==> config.mk <==
export PLATFORM = sky130hd
export DESIGN_NAME = hazard_ctrl
export DESIGN_NICKNAME = d
export VERILOG_FILES = /design/src/rtl/hazard_ctrl_pkg.sv /design/src/rtl/hazard_ctrl_md_tracker.sv /design/src/rtl/hazard_ctrl.sv
export SDC_FILE = /design/constraint.sdc
export NUM_CORES = 1
export LEC_CHECK = 0
export CAP_MARGIN = 30
export CORE_MARGIN = 2
export CORE_UTILIZATION = 27
export DETAILED_ROUTE_END_ITERATION = 10
export DONT_BUFFER_PORTS = 1
export PLACE_DENSITY = 0.49
export SKIP_CTS_REPAIR_TIMING = 1
export SLEW_MARGIN = 30
export SYNTH_ARGS = -nofsm -noshare
export SYNTH_HDL_FRONTEND = slang
export SYNTH_SLANG_ARGS = --single-unit
==> constraint.sdc <==
create_clock -name i_clk -period 5.8 [get_ports i_clk]
set_clock_uncertainty 0.2 [all_clocks]
set_input_delay 1.74 -clock i_clk [delete_from_list [all_inputs] [get_ports i_clk]]
set_output_delay 1.74 -clock i_clk [all_outputs]
set_load 0.05 [all_outputs]
==> src/rtl/hazard_ctrl_pkg.sv <==
// Shared types and constants for the pipeline hazard controller.
// Also holds the forwarding-select helper used for both ALU operands.
package hazard_ctrl_pkg;

  typedef enum logic [1:0] {
    IDLE = 2'd0,
    BUSY = 2'd1,
    WB   = 2'd2
  } md_state_e;

  localparam logic [1:0] FWD_RF = 2'b00;
  localparam logic [1:0] FWD_W  = 2'b01;
  localparam logic [1:0] FWD_M  = 2'b10;

  localparam logic [1:0] RES_SRC_LOAD = 2'b01;

  // The memory stage holds the younger value, so it is checked first.
  function automatic logic [1:0] fwd_sel(input logic [4:0] rs,
                                         input logic [4:0] rd_m,
                                         input logic       reg_write_m,
                                         input logic [4:0] rd_w,
                                         input logic       reg_write_w);
    if (rs != 5'd0 && reg_write_m && rs == rd_m) return FWD_M;
    if (rs != 5'd0 && reg_write_w && rs == rd_w) return FWD_W;
    return FWD_RF;
  endfunction

endpackage

==> src/rtl/hazard_ctrl_md_tracker.sv <==
// Tracks the single outstanding multi-cycle mul/div op and arbitrates its
// result onto the register-file write port against the writeback stage.
module md_tracker
  import hazard_ctrl_pkg::*;
(
  input  logic       i_clk,
  input  logic       i_rst,
  input  logic       i_md_start_e,
  input  logic       i_md_done,
  input  logic [4:0] i_rd_e,
  input  logic       i_reg_write_w,
  output logic       o_md_busy,
  output logic       o_md_wb_grant,
  output logic       o_md_wb_wait,
  output logic [4:0] o_md_rd
);

  md_state_e  r_state;
  md_state_e  w_state_d;
  logic [4:0] r_md_rd;

  always_ff @(posedge i_clk or posedge i_rst) begin
    if (i_rst) r_state <= IDLE;
    else       r_state <= w_state_d;
  end

  // Start requests outside IDLE and done pulses outside BUSY are ignored.
  always_comb begin
    w_state_d = r_state;
    unique case (r_state)
      IDLE:    if (i_md_start_e)   w_state_d = BUSY;
      BUSY:    if (i_md_done)      w_state_d = WB;
      WB:      if (!i_reg_write_w) w_state_d = IDLE;
      default: w_state_d = IDLE;
    endcase
  end

  always_comb begin
    o_md_busy     = (r_state != IDLE);
    o_md_wb_grant = (r_state == WB) && !i_reg_write_w;
    o_md_wb_wait  = (r_state == WB) && i_reg_write_w;
    o_md_rd       = r_md_rd;
  end

  always_ff @(posedge i_clk or posedge i_rst) begin
    if (i_rst)                               r_md_rd <= 5'd0;
    else if (r_state == IDLE && i_md_start_e) r_md_rd <= i_rd_e;
  end

endmodule

==> src/rtl/hazard_ctrl.sv <==
// Pipeline hazard controller: operand forwarding, load-use and mul/div
// RAW stalls, branch flushes and a saturating stall-cycle counter.
module hazard_ctrl
  import hazard_ctrl_pkg::*;
#(
  parameter int unsigned STALL_CNT_W = 32
) (
  input  logic                   i_clk,
  input  logic                   i_rst,
  input  logic [4:0]             i_rs1_d,
  input  logic [4:0]             i_rs2_d,
  input  logic                   i_md_op_d,
  input  logic [4:0]             i_rs1_e,
  input  logic [4:0]             i_rs2_e,
  input  logic [4:0]             i_rd_e,
  input  logic [1:0]             i_res_src_e,
  input  logic                   i_reg_write_e,
  input  logic                   i_pc_src_e,
  input  logic                   i_md_start_e,
  input  logic [4:0]             i_rd_m,
  input  logic [4:0]             i_rd_w,
  input  logic                   i_reg_write_m,
  input  logic                   i_reg_write_w,
  input  logic                   i_md_done,
  output logic                   o_stall_f,
  output logic                   o_stall_d,
  output logic                   o_flush_d,
  output logic                   o_flush_e,
  output logic [1:0]             o_forward_a_e,
  output logic [1:0]             o_forward_b_e,
  output logic                   o_md_busy,
  output logic                   o_md_wb_grant,
  output logic [4:0]             o_md_rd,
  output logic [STALL_CNT_W-1:0] o_stall_count
);

  logic                   w_md_busy;
  logic                   w_md_wb_grant;
  logic                   w_md_wb_wait;
  logic [4:0]             w_md_rd;
  logic                   w_lw_stall;
  logic                   w_md_stall;
  logic                   w_stall;
  logic [STALL_CNT_W-1:0] r_stall_count;

  md_tracker u_md_tracker (
    .i_clk         (i_clk),
    .i_rst         (i_rst),
    .i_md_start_e  (i_md_start_e),
    .i_md_done     (i_md_done),
    .i_rd_e        (i_rd_e),
    .i_reg_write_w (i_reg_write_w),
    .o_md_busy     (w_md_busy),
    .o_md_wb_grant (w_md_wb_grant),
    .o_md_wb_wait  (w_md_wb_wait),
    .o_md_rd       (w_md_rd)
  );

  // Tracker outputs are already quiet in reset; input-driven terms are gated.
  always_comb begin
    w_lw_stall = !i_rst && (i_res_src_e == RES_SRC_LOAD) && i_reg_write_e &&
                 (i_rd_e != 5'd0) && (i_rd_e == i_rs1_d || i_rd_e == i_rs2_d);
    w_md_stall = w_md_busy &&
                 (((w_md_rd != 5'd0) && (w_md_rd == i_rs1_d || w_md_rd == i_rs2_d)) ||
                  i_md_op_d);
    w_stall    = w_lw_stall || w_md_stall || w_md_wb_wait;
  end

  always_comb begin
    o_stall_f     = w_stall;
    o_stall_d     = w_stall;
    o_flush_d     = i_pc_src_e && !i_rst;
    o_flush_e     = w_lw_stall || w_md_stall || (i_pc_src_e && !i_rst);
    o_forward_a_e = i_rst ? FWD_RF :
                    fwd_sel(i_rs1_e, i_rd_m, i_reg_write_m, i_rd_w, i_reg_write_w);
    o_forward_b_e = i_rst ? FWD_RF :
                    fwd_sel(i_rs2_e, i_rd_m, i_reg_write_m, i_rd_w, i_reg_write_w);
    o_md_busy     = w_md_busy;
    o_md_wb_grant = w_md_wb_grant;
    o_md_rd       = w_md_rd;
    o_stall_count = r_stall_count;
  end

  always_ff @(posedge i_clk or posedge i_rst) begin
    if (i_rst) begin
      r_stall_count <= '0;
    end else if (w_stall && (r_stall_count != '1)) begin
      r_stall_count <= r_stall_count + {{(STALL_CNT_W-1){1'b0}}, 1'b1};
    end
  end

endmodule

Word-level counts from Yosys, hierarchy flattened. Index checks and enable logic that the tools add are counted.

Logic and storage cells: 73. Flip-flop bits (word level): 39. Input port bits: 46.

Equality and inequality tests: 15. Multiplexer cells: 20. Add/sub/neg operators: 1. Reductions and logical operators: 34.

Operators by type and width (number): equality test 5 bit (8); adder 32 x 1 -> 32 bit, second input constant (1); != test 32 bit, second input constant (1); two-way mux 2 bit (13); nonzero test 5 bit (4); logical AND 1 bit (19); logical OR 1 bit (6); two-way mux 1 bit (6); != test 2 bit, second input constant (3); case mux 2 bit (3 select lines) (1); equality test 2 x 1 -> 1 bit, second input constant (2); AND reduction 3 bit (1); equality test 2 bit, second input constant (1); logical NOT 1 bit (2); logical NOT 2 bit (1); nonzero test 2 bit (1).

Depth between registers and ports, before layout. Gate-level depths: netlist of run 1.

Depth in word-level cells: 8. Mapped depth: 9.

Modules after synthesis. A second synthesis of run 1 with hierarchy kept.

Cells, all modules: 247. Area, all modules: 2433.6 µm².

By module, submodules not included: hazard_ctrl (seq. area each 800.8 µm², instances 1, area an instance 2133.3 µm², cells each 226); md_tracker (seq. area each 175.2 µm², instances 1, area an instance 300.3 µm², cells each 21).

Least setup slack after synthesis of run 1. Ideal clock, no wire load.

Path type: input to output. Start point: input i_rs1_e[1]. End point: output o_forward_a_e[0]. Path buffers: 0. Stages on the path: 4. Arrival: 3.977 ns. Path slack: -0.117 ns. Required time: 3.860 ns. Path through: or4_1 -> nor2_1 -> nor4_1 -> nor4_1.

Longest elaborated chain between the ends: 8.

RTL lines: from (decl) (line hazard_ctrl.sv:13) `input logic [4:0] i_rs1_e,`; nonzero test 5 bit (line hazard_ctrl_pkg.sv:23, hazard_ctrl_pkg.sv:24); logical AND 1 bit (2 in a row) (line hazard_ctrl_pkg.sv:24) `if (rs != 5'd0 && reg_write_w && rs == rd_w) return FWD_W;`; two-way mux 1 bit (2 in a row) (line hazard_ctrl_pkg.sv:24); two-way mux 2 bit (line hazard_ctrl_pkg.sv:25) `return FWD_RF;`; two-way mux 2 bit * (line hazard_ctrl_pkg.sv:24); two-way mux 2 bit * (line hazard_ctrl.sv:74) `o_forward_a_e = i_rst ? FWD_RF :`; to (decl) (line hazard_ctrl.sv:29) `output logic [1:0] o_forward_a_e,`.

Every way passes the cells marked *; elsewhere a longest branch is shown, timed or not. The select of a mux whose other input is x is not followed.

Final worst setup path of run 1.
Start point: input i_rs1_d[2]. End point: output o_stall_d.

Longest elaborated chain between the ends: 7.

RTL lines: from (decl) (line hazard_ctrl.sv:10) `input logic [4:0] i_rs1_d,`; equality test 5 bit (line hazard_ctrl.sv:64) `(((w_md_rd != 5'd0) && (w_md_rd == i_rs1_d || w_md_rd == i_rs2_d)) ||`; logical OR 1 bit (line hazard_ctrl.sv:64); logical AND 1 bit (line hazard_ctrl.sv:64); logical OR 1 bit (line hazard_ctrl.sv:64); logical AND 1 bit (line hazard_ctrl.sv:63) `w_md_stall = w_md_busy &&`; logical OR 1 bit * (2 in a row) (line hazard_ctrl.sv:66) `w_stall = w_lw_stall || w_md_stall || w_md_wb_wait;`; to (decl) (line hazard_ctrl.sv:26) `output logic o_stall_d,`.

Every way passes the cells marked *; elsewhere a longest branch is shown, timed or not.

==> impl_results.md, run 1 <==
* Total GRT Usage at 12.2%
* Pre-Repair DR Iteration Count at 4
* DR iter-0 viols at 105
* Yosys warns at 0
* Slew @ Worst Pin at 0.837 ns
* Count leader, synth: xnor2_1
* Seq/Total Area, Yosys at about 40%
* Cell Pwr Density at 348 nW/µm²
* Max cap viols at 0
* Unique cell type count in the Yosys netlist at 36
* WP data required at 3.86 ns
* Worst r2r dst: o_stall_count[22]$_DFFE_PP0P_
* Syn_area_per_cell at 9.95 µm²
* Commonest cells post-synth: xnor2_1, dfrtp_1, nand2_1
* Outcome: finished, final reports clean
* Startpoint Class: input pin
* Worst Hold Depth at 1
* Setup TNS at 0 ns
* FF-to-FF setup slack at 2.93 ns
* Die Y at 98.8 µm
* GRT Residual Overflow at 0
* First-pass GRT wire length at about 9700 µm
* Final setup viols at 0
* I/O Buffers at 0
* Sequential cell area at 976 µm²
* RePlAce Congestion at just over 0.7
* CP endpoint kind: output port
* Row Count at 34
* Antenna Diode Count at 0
* Crit. Startpoint: i_rs1_d[2]
* CTS tree: done
* #FFs+latches synth at 39
* Final Critical Period at 5.04 ns
* Peak supply drop at 0.201 mV
* Largest net degree at the start of global routing at 30
* Die area at 9760 µm²
* Clock sinks at 39
* Final worst setup slack at 0.764 ns
* Max-slew headroom at the worst pin at 44.0%
* Synth-to-Final Area Change at 10.3%
* Worst r2r src: u_md_tracker.o_md_rd[1]$_DFFE_PP0P_
* Clk pin slew, worst setup/hold paths at 0.08 ns
* Maximum clock frequency at 199 MHz
* Final Net Count at approximately 300
* Synth Net Count at 291
* Area of the multi-input gates at 1420 µm²
* Routed wire length at 5820 µm
* Core box area at ~8700 µm²
* Crit path DAT at 3.10 ns
* Crit Path Category: input pin to output port
* RSZ-0062 raised after global routing: no
* Vias at 1,813
* Yosys top cell area share at 40.2%
* Fillers at 915
* Longest Clk Path Bufs at 2
* Layout cells sized above 1 at 10.4%
* Die width at 98.8 µm
* Post-synth top area cell: dfrtp_1
* Post-synth top flop: dfrtp_1
* Async S/R FF share, synth at 100%
* Number of flops mapped to enable cells by yosys at 0
* # H-tree levels at 2
* Final Cycle Share at between 80% and 90%
* Reg2reg path depth at 8
* Final hold vios at 0
* Antenna Nets Post-Route at 0
* Synth area leaders: dfrtp_1, xnor2_1, xor2_1
* Clock Latency Late Sink at around 0.29 ns
* DRC Markers at 0
* Initial Util at 27.8%
* Root Driver: clkbuf_8
* Initial antenna violation count at 0
* Num CTS Buffers at 5
* Pre-CTS WS at ~0.75 ns
* Cells after Synth at ~240
* Vias per cell at 5.05
* Dpl hpwl at ~4500 µm
* CP Max Fanout at 8
* Vias in the first global route at a little under 2,000
* Min-Delay Path Class: register to register
* Critical path capture point: o_stall_d
* Slew Viols, Final at 0
* Leakage at 1.07 nW
* Num ports at 93
* Post-Syn Area at 2430 µm²
* Avg WL per Cell at 16.2 µm
==> how the worst min path moves through the flow <==
| stage | startpoint | to | slack, ns |
|---|---|---|---|
| finish | u_md_tracker.r_state[1]$_DFFE_PP0P_ | u_md_tracker.r_state[0]$_DFFE_PP0P_ | 0.31 |
| global route | u_md_tracker.r_state[1]$_DFFE_PP0P_ | u_md_tracker.r_state[0]$_DFFE_PP0P_ | 0.35 |
| CTS | u_md_tracker.r_state[1]$_DFFE_PP0P_ | u_md_tracker.r_state[0]$_DFFE_PP0P_ | 0.31 |
| detailed placement | u_md_tracker.r_state[1]$_DFFE_PP0P_ | u_md_tracker.r_state[0]$_DFFE_PP0P_ | 0.29 |
| global placement | u_md_tracker.r_state[1]$_DFFE_PP0P_ | u_md_tracker.r_state[0]$_DFFE_PP0P_ | 0.29 |
| floorplan | u_md_tracker.r_state[1]$_DFFE_PP0P_ | u_md_tracker.r_state[0]$_DFFE_PP0P_ | 0.26 |
==> cells in the final DEF, fill, tap and decap left out, types with 2 or more instances in the layout <==
master / netlist / routed
xor2_1: 16 / 16
nand2_1: 20 / 20
nor2_1: 7 / 7
xnor2_1: 53 / 53
nand3_1: 9 / 9
clkbuf_8: 0 / 5
nor4_2: 0 / 2
and3_1: 16 / 16
buf_4: 1 / 6
dfrtp_1: 39 / 39
nor2b_1: 2 / 2
nor3_1: 2 / 2
mux2_2: 7 / 7
o21a_1: 2 / 2
and4_1: 8 / 8
inv_1: 5 / 5
or4_1: 4 / 4
and2_1: 7 / 7
nand4_1: 18 / 18
nor4_1: 6 / 4
==> logic make-up after synthesis <==
logic type	synth area share (%)
adder cells (fa/ha/maj)	0.515
XOR/XNOR	25.6
buffers and inverters	2.11
multiplexers	3.66
flip-flops	40.2
AO/OA/AOI/OAI	3.20
AND/OR/NAND/NOR	24.7
==> registers in the layout, summed over array words and instances, names as in the netlist <==
signal	flops
o_stall_count	32
u_md_tracker.o_md_rd	5
u_md_tracker.r_state	2
==> routing by layer <==
metal	vias up	global-route usage [%]	part of all wire (%)
met5	-	0	0
met1	855	15.5	43
met4	0	3.27	1.5
met3	10	4.96	9.7
li1	877	-	-
met2	71	19.2	46
==> where the power goes <==
| part | switching [mW] | leakage [nW] | internal, mW | total (mW) |
|---|---|---|---|---|
| Combinational | 0.133 | 0.521 | 0.0963 | 0.229 |
| Sequential | 0.206 | 0.513 | 0.312 | 0.518 |
| Clock | 0.0993 | 0.0412 | 0.0841 | 0.183 |
==> worst max-delay path, stage by stage <==
cell	delay (ns)
xor2_1	0.13
nor3_1	0.27
a32oi_1	0.10
o21a_1	0.20
o21a_1	0.24
inv_1	0.07
buf_4	0.34
==> area by class of cell <==
class | count | area share (%)
Clock buffer | 6 | 2.71
Clock inverter | 2 | 0.467
Inverter | 5 | 0.701
Multi-Input combinational cell | 193 | 52.9
Sequential cell | 39 | 36.4
Tap cell | 108 | 5.05
Timing Repair Buffer | 6 | 1.68
==> stage by stage <==
stage | std cells | util (%) | hold WS, ns | instance area (µm²) | power (mW)
5_1_grt | 359 | 30.7 | 0.350 | 2680 | 0.989
3_3_place_gp | 351 | 29.7 | 0.286 | 2590 | 0.755
4_1_cts | 359 | 30.7 | 0.306 | 2680 | 0.947
2_1_floorplan | 244 | - | 0.263 | 2440 | 0.706
3_5_place_dp | 351 | 29.7 | 0.294 | 2590 | 0.758
6_report | 359 | 30.7 | 0.305 | 2680 | 0.931
Power figures use the tool's default switching activity.
==> run 2, diff against run 1 <==
Settings changed: CELL_PAD_IN_SITES_DETAIL_PLACEMENT set to 0, CELL_PAD_IN_SITES_GLOBAL_PLACEMENT set to 2, CORE_MARGIN 2 to unset, PLACE_DENSITY 0.49 to 0.7, SYNTH_HIERARCHICAL set to 1.
==> run 2 against run 1 <==
Compared with the run above: clock-buffer cell count down 1; critical path type unchanged; flip-flop and latch count unchanged; critical endpoint is now o_flush_e; register-to-register slack worse by 0.35 ns; power is 15% higher; highest routed layer unchanged.
==> impl_results.md, run 2 <==
* Outcome: finished, final reports clean
* Max-slew headroom at the worst pin at 44.0% (+0.083 points)
* Commonest non-fill, non-tap cell in the layout: xor2_1
* I/O Buffers at 0 (unchanged)
* Initial Util at 27.9% (+0.072 points)
* Clock sinks at 39 (unchanged)
* RSZ-0062 raised after global routing: no
* Post-Syn Area at 2430 µm² (+0.26%)
* Final Net Count at 303 (+2.0%)
* Synth Net Count at 294 (+1.0%)
* Synth area leaders: dfrtp_1, xor2_1, xnor2_1
* Async S/R FF share, synth at 100% (unchanged)
* Final design utilization at 31.0% (+0.33 points)
* Antenna Diode Count at 0 (unchanged)
* Worst hold path startpoint: u_md_tracker/r_state[1]$_DFFE_PP0P_
* Syn_area_per_cell at 9.85 µm² (-0.96%)
* Max cap viols at 0 (unchanged)
* WP data required at 3.86 ns (about the same)
* Count leader, synth: xor2_1
* Pre-CTS WS at 0.679 ns (-0.0682 ns)
* Cell Pwr Density at 394 nW/µm² (+13%)
* Startpoint Class: input pin
* CP peak stage delay at 0.58 ns (+0.24 ns)
* # H-tree levels at 2 (unchanged)
* Yosys warns at 6 (+6)
* CP delay by family, top: simple AND/OR/NAND/NOR gates
* DRC Markers at 0 (unchanged)
* Leakage at 1.18 nW (+9.7%)
* Peak supply drop at 0.163 mV (-19%)
* Cells after Synth at 247 (+1.2%)
* Core box area at 8720 µm² (unchanged)
* Most frequent cells in the layout: xor2_1, dfrtp_1, xnor2_1
* RePlAce Congestion at 0.817 (+13%)
* Initial antenna violation count at 0 (unchanged)
* Layout cells sized above 1 at 10.9% (+0.54 points)
* Max FFs per register at 32 (unchanged)
* Longest Clk Path Bufs at 2 (unchanged)
* Root Driver: clkbuf_8
* Crit path buffers/inverters at 0 (-2)
* Largest net degree at the start of global routing at 33 (+10%)
* Vias at 1,834 (+1.2%)
* Worst r2r src: o_stall_count[0]$_DFFE_PP0P_
* Number of flops mapped to enable cells by yosys at 0 (unchanged)
* CTS tree: done
* CP endpoint kind: output port
* Final Non-Filler Cells at 365 (+1.7%)
* Vias per cell at 5.02 (-0.50%)
* Setup TNS at 0 ns (unchanged)
* Antenna Nets Post-Route at 0 (unchanged)
* Avg WL per Cell at 16.8 µm (+3.5%)
* Crit path max-delay cell type: or3_1
* Power Total at 1.07 mW (+15%)
* Reg2reg path depth at 6 (-2)
* Die Y at 96.9 µm (-1.9%)
* Synth-to-Final Area Change at 11.2%
* Routed wire length at 6130 µm (+5.3%)
* Slew Viols, Final at 0 (unchanged)
* Post-synth top flop: dfrtp_1
* Final Cycle Share at 88.3% (+1.5 points)
* Unique cell type count in the Yosys netlist at 37 (+2.8%)
* Fillers at 904 (-1.2%)
* Crit Path Category: input pin to output port
* Worst Hold Depth at 1 (unchanged)
* DP Cell Count at 357 (+1.7%)
* FF-to-FF setup slack at 2.58 ns (-0.35 ns)
* Pre-Repair DR Iteration Count at 4 (unchanged)
* DR iter-0 viols at 36 (-66%)
* Final Critical Period at 5.12 ns (+0.0852 ns)
* Clk pin slew, worst setup/hold paths at 0.08 ns (about the same)
* Seq/Total Area, Yosys at 40.1% (-0.10 points)
* Slew @ Worst Pin at 0.836 ns (-0.00125 ns)
* Dpl hpwl at 4700 µm (+4.4%)
* #FFs+latches synth at 39 (unchanged)
* Final hold vios at 0 (unchanged)
* GRT Residual Overflow at 0 (unchanged)
* Post-synth top area cell: dfrtp_1
* Clock Latency Late Sink at 0.30 ns (about the same)
* Final worst setup slack at 0.679 ns (-0.0852 ns)
* Total GRT Usage at 13.5% (+1.3 points)
* Cells along the critical path: or4_1 -> o2111ai_1 -> nor2_1 -> or3_1
* Min-Delay Path Class: register to register
* CP Max Fanout at 4 (-4)
* Maximum clock frequency at 195 MHz (-1.7%)
* Final setup viols at 0 (unchanged)
* Yosys top cell area share at 40.1% (-0.10 points)
* Commonest cells post-synth: xor2_1, dfrtp_1, xnor2_1
* Die area at 9400 µm² (-3.8%)
* Die width at 96.9 µm (-1.9%)
* Vias in the first global route at 1,979 (+2.5%)
* First-pass GRT wire length at 10,300 µm (+6.3%)
* Worst r2r dst: o_stall_count[1]$_DFFE_PP0P_
* Num CTS Buffers at 5 (unchanged)
* Hold EP: u_md_tracker/r_state[0]$_DFFE_PP0P_
* Row Count at 34 (unchanged)
* Crit path DAT at 3.18 ns (+0.08 ns)
* Num ports at 93 (unchanged)
[run 2: cell types whose count changed after synthesis, moves of 7 or more]
cell     change
xor2_1      +24
xnor2_1     -23
nor3_1      +16
and3_1       -8
nand2_1      -7
nor2_1       +7
[run 2: routing by layer]
metal	global-route usage [%]	part of all wire, %
met5	0	0
met1	16.8	43
met4	5.40	1.7
met2	21.4	47
met3	4.41	8.8
[run 2: worst max path at each step]
| stage | from | to | slack (ns) | depth (start not counted) |
|---|---|---|---|---|
| after CTS | i_rd_e[1] | o_flush_e | 0.67 | 4 |
| after floorplan | i_rs1_e[1] | o_forward_a_e[0] | 0.41 | 4 |
| after global placement | i_rd_e[1] | o_flush_e | 0.67 | 4 |
| after detailed placement | i_rd_e[1] | o_flush_e | 0.68 | 4 |
| final | i_rd_e[1] | o_flush_e | 0.68 | 4 |
| after global routing | i_rd_e[1] | o_flush_e | 0.63 | 4 |
[run 2: cells by family (layout without fill, tap and decap cells)]
| family | after synthesis | count (layout) | synth area share (%) |
|---|---|---|---|
| compound gates | 9 | 9 | 2.78 |
| simple gates | 113 | 113 | 26.2 |
| mux | 6 | 6 | 2.78 |
| buf+inv | 9 | 19 | 2.47 |
| xor+xnor | 70 | 70 | 25.2 |
| fa+ha+maj | 1 | 1 | 0.514 |
| flops | 39 | 39 | 40.1 |
[run 2: metrics by stage]
step	hold slack [ns]	cell area, µm²
after global routing	0.408	2710
after detailed placement	0.366	2590
after floorplan	0.312	2450
after CTS	0.377	2710
after global placement	0.359	2590
final	0.381	2710
[run 2: layout make-up]
| class | instances | area [µm²] | area share [%] |
|---|---|---|---|
| multi-input cells | 199 | 1420 | 52.3 |
| flip-flops and latches | 39 | 976 | 36.1 |
| well taps | 108 | 135 | 4.99 |
| clock buffers | 5 | 68.8 | 2.54 |
| repair buffers | 7 | 52.6 | 1.94 |
| clock inverters | 3 | 43.8 | 1.62 |
| inverters | 4 | 15.0 | 0.555 |
[run 2: where the power goes]
part / internal (mW) / total (mW) / switching, mW
Sequential: 0.315 / 0.537 / 0.222
Clock: 0.128 / 0.231 / 0.103
Combinational: 0.120 / 0.300 / 0.179
Total: 0.563 / 1.07 / 0.504
